[src/rtl/reg_file_rd.sv]
// Register bank with one write port and two independent registered read ports.
// Reads take one cycle and see a same-edge write (write-first bypass).
module reg_file_rd #(
    parameter int unsigned WIDTH   = 8,
    parameter int unsigned DEPTH   = 4,
    parameter int unsigned AW      = 2,
    parameter bit          ZERO_R0 = 1'b0
) (
    input  logic             clk,
    input  logic             rst,
    input  logic             we,
    input  logic [AW-1:0]    waddr,
    input  logic [WIDTH-1:0] wdata,
    input  logic             re_a,
    input  logic [AW-1:0]    raddr_a,
    output logic [WIDTH-1:0] rdata_a,
    output logic             rvalid_a,
    input  logic             re_b,
    input  logic [AW-1:0]    raddr_b,
    output logic [WIDTH-1:0] rdata_b,
    output logic             rvalid_b
);

    logic [WIDTH-1:0] mem_q [DEPTH];
    logic [WIDTH-1:0] rdata_a_q, rdata_a_d;
    logic [WIDTH-1:0] rdata_b_q, rdata_b_d;
    logic             rvalid_a_q, rvalid_b_q;
    logic             wr_en;

    assign wr_en = we && !(ZERO_R0 && (waddr == '0));

    // Unrequested ports keep their last data so the output bus does not toggle.
    always_comb begin
        rdata_a_d = rdata_a_q;
        if (re_a) begin
            if (ZERO_R0 && (raddr_a == '0)) begin
                rdata_a_d = '0;
            end else if (we && (raddr_a == waddr)) begin
                rdata_a_d = wdata;
            end else begin
                rdata_a_d = mem_q[raddr_a];
            end
        end
    end

    always_comb begin
        rdata_b_d = rdata_b_q;
        if (re_b) begin
            if (ZERO_R0 && (raddr_b == '0)) begin
                rdata_b_d = '0;
            end else if (we && (raddr_b == waddr)) begin
                rdata_b_d = wdata;
            end else begin
                rdata_b_d = mem_q[raddr_b];
            end
        end
    end

    always_ff @(posedge clk) begin
        if (rst) begin
            for (int i = 0; i < DEPTH; i++) begin
                mem_q[i] <= '0;
            end
        end else if (wr_en) begin
            mem_q[waddr] <= wdata;
        end
    end

    always_ff @(posedge clk) begin
        if (rst) begin
            rdata_a_q  <= '0;
            rdata_b_q  <= '0;
            rvalid_a_q <= 1'b0;
            rvalid_b_q <= 1'b0;
        end else begin
            rdata_a_q  <= rdata_a_d;
            rdata_b_q  <= rdata_b_d;
            rvalid_a_q <= re_a;
            rvalid_b_q <= re_b;
        end
    end

    assign rdata_a  = rdata_a_q;
    assign rdata_b  = rdata_b_q;
    assign rvalid_a = rvalid_a_q;
    assign rvalid_b = rvalid_b_q;

endmodule

[config.mk]
export PLATFORM = sky130hd
export DESIGN_NAME = reg_file_rd
export DESIGN_NICKNAME = d
export VERILOG_FILES = /design/src/rtl/reg_file_rd.sv
export SDC_FILE = /design/constraint.sdc
export NUM_CORES = 1
export LEC_CHECK = 0
export BUFFER_PORTS_ARGS = -buffer_cell sky130_fd_sc_hd__buf_2
export CAP_MARGIN = 20
export CORE_MARGIN = 5
export CORE_UTILIZATION = 50
export DETAILED_ROUTE_END_ITERATION = 7
export GPL_TIMING_DRIVEN = 0
export PLACE_DENSITY = 0.7
export SLEW_MARGIN = 15
export SYNTH_ARGS = -nofsm -noshare
export SYNTH_HDL_FRONTEND = slang
export SYNTH_SLANG_ARGS = --single-unit
[constraint.sdc]
create_clock -name clk -period 1.9 [get_ports clk]
set_clock_uncertainty 0.1 [all_clocks]
set_input_delay 0.095 -clock clk [delete_from_list [all_inputs] [get_ports clk]]
set_output_delay 0.095 -clock clk [all_outputs]
set_load 0.005 [all_outputs]
==> flow_metrics.py <==
metrics = {
    "worst_setup_path": {
        "cp.buffers_inverters": 2,
        "slowest_stage": "xnor2_1",
        "worstSetupPathType": "input port to flip-flop",
        "worst_setup_path_start_kind": "input port",
        "critPathArrivalTime_ns": 1.66,
        "cp.required_ns": 1.97,
        "rr_worst_depth": 4,
        "cp_cell_sequence": "buf_2 > buf_6 > xnor2_1 > nand2_1 > nand3_1 > a211oi_2",
        "r2r_setup_slack_ns": 0.43,
        "crit_cells": 6,
        "max_stage_delay_ns": 0.63,
        "crit_family": "XOR/XNOR gates",
        "crit_fanout": 10,
        "critPathCaptureType": "flip-flop",
    },
    "synthesis": {
        "ys_warn_count": 0,
        "syn_nets": 260,
        "synth-seq-cells": 50,
        "synth.cell_area_um2": 2887,
        "syn_avg_cell_area_um2": 11.98,
        "ys_types": 28,
        "yosysSeqAreaShare_pct": 45.77,
        "synth_cells": 241,
    },
    "sta": {
        "clock.fmax_ghz": 0.6287,
        "worst_slew_pin_slew_ns": 0.7588,
        "rsz0062_at_grt": "no",
        "drv_slew": 0,
        "setup_ws_ns": 0.3094,
        "whs_ns": 0.05699,
        "hold_viol": 0,
        "period_needed_ns": 1.591,
        "fin_crit_sh_pct": 83.72,
        "setup_viol": 0,
        "relSlewSlack_pct": 49.05,
    },
    "layout": {
        "diodes": 0,
        "layout_commonest_cell": "buf_2",
        "nets": 300,
        "layout-drive-gt1-share_pct": 33.33,
        "final_cell_mix": "35 x buf_2, 32 x edfxtp_1, 26 x and2_1",
        "fin_util_pct": 58.32,
        "final.fill_count": 500,
        "syn_to_final_growth_pct": 12.61,
        "final_cell_count_no_fill": 354,
    },
    "drt": {
        "post-route-drc-count": 0,
        "via_per_inst": 6.280,
        "vias": 2223,
        "routed_wl_um": 7006,
        "postRouteAntennaNets": 0,
        "routedWlPerCell_um": 19.79,
        "dr.pass1.iters": 5,
        "drtIter0Drc": 169,
    },
    "power": {
        "power_density_nw_per_um2": 761.4,
        "ir_drop_mv": 0.3342,
        "leakage_nw": 1.236,
        "power_mw": 2.475,
    },
    "cts": {
        "ctsHoldBuffers": 0,
        "htree_levels": 2,
        "clk_pin_slew_worst_paths_ns": 0.09,
        "postCtsSetupBuffers": 0,
        "clock_latency_ns": 0.31,
        "cts_tree": "done",
        "cts_sinks": 50,
        "ctsResizeCount": 0,
        "ctsRootBufferMaster": "clkbuf_8",
        "ctsLongestPathBuffers": 2,
        "cts_made_buffers": 5,
    },
    "place": {
        "dp.cells": 346,
        "dp_hpwl_um": 5296,
        "gp_congestion": 0.8783,
        "portBuffers": 33,
        "dpl_worst_slack_ns": -0.03184,
    },
    "global_routing": {
        "grt_overflow_total": 0,
        "grt_start_max_net_pins": 16,
        "grt_pass1_vias": 2201,
        "antenna_found_initial": 0,
        "grt_pass1_wl_um": 11580,
        "grt_use_total_pct": 20.40,
    },
    "floorplan": {
        "boundaryPins": 37,
        "initial_core_util_pct": 51.78,
        "fp-row-count": 27,
        "die-area_um2": 7393,
        "fp.dieH_um": 85.98,
        "die_w_um": 85.98,
        "core_area_um2": 5574,
    },
    "min_path": {
        "min_path_cells": 2,
        "hold_class": "input port to flip-flop",
    },
    "run": {
        "max_cap_viol_count": 0,
    },
    "status": {
        "status": "completed",
    },
}
==> path summary, 6_finish.rpt <==
check / from / endpoint
setup / recovery: raddr_b[0] / rdata_b[1]
hold / removal: wdata[7] / mem_q[2][7]
setup reg to reg: mem_q[3][0] / rdata_b[0]
hold reg to reg: rdata_b[1] / rdata_b[1]
==> layout make-up <==
cell class | count | area (µm²) | area share [%]
Buffer | 19 | 135.1 | 4.157
Clock buffer | 5 | 68.82 | 2.117
Clock inverter | 3 | 40.04 | 1.232
Inverter | 8 | 30.03 | 0.9238
Multi-Input combinational cell | 164 | 1400 | 43.07
Sequential cell | 50 | 1321 | 40.65
Tap cell | 72 | 90.09 | 2.771
Timing Repair Buffer | 33 | 165.2 | 5.081
==> logic make-up (layout without fill, tap and decap cells) <==
family                    Yosys count  in the layout  synth area share (%)
AOI/OAI and AO/OA                  35             35                 13.39
DFF                                50             50                 45.77
and+or+nand+nor                   111            111                 22.02
xor gates and xnor gates            2              2                0.6070
buffers and inverters              27             68                 5.721
muxes                              16             16                 12.48
==> cells in the mapped netlist (all sizes together) <==
master	number	area, µm²
o311a	16	160.2
and2	26	162.7
nor2	18	67.56
xnor2	2	17.52
a31o	1	8.760
dfxtp	18	360.4
nor3	4	30.03
nand2	12	52.55
nor4b	2	17.52
and3b	2	17.52
edfxtp	32	960.9
nor3b	1	12.51
nor2b	11	76.32
mux4	16	360.4
inv	8	30.03
nand4	16	100.1
clkbuf	9	33.78
or2	3	18.77
o2111ai	2	17.52
buf	10	101.3
nand3	16	80.08
a211oi	16	200.2
==> power breakdown <==
part / leakage (nW) / switching [mW] / total (mW) / internal (mW)
clock: 0.0579 / 0.365 / 0.753 / 0.388
sequential: 0.460 / 0.0341 / 1.27 / 1.24
combinational: 0.718 / 0.248 / 0.449 / 0.201
==> per-stage QoR <==
| stage | instance area [µm²] | TNS, ns |
|---|---|---|
| global route | 3251 | 0 |
| detailed placement | 3142 | -0.2503 |
| CTS | 3251 | 0 |
| finish | 3251 | 0 |
| global placement | 3142 | -0.07738 |
| floorplan | 2887 | 0 |
==> state kept, by name, summed over array words and instances (netlist names) <==
signal	count
mem_q	32
rdata_a	8
rvalid_a	1
rdata_b	8
rvalid_b	1
==> routing by layer <==
metal / GRT usage, % / part of all wire (%) / vias to the layer above
li1: - / - / 1008
met1: 27.18 / 43 / 1088
met2: 33.71 / 48 / 114
met3: 4.035 / 8.2 / 13
met4: 5.899 / 1.6 / 0
met5: 0 / 0 / -
Power figures use the tool's default switching activity.
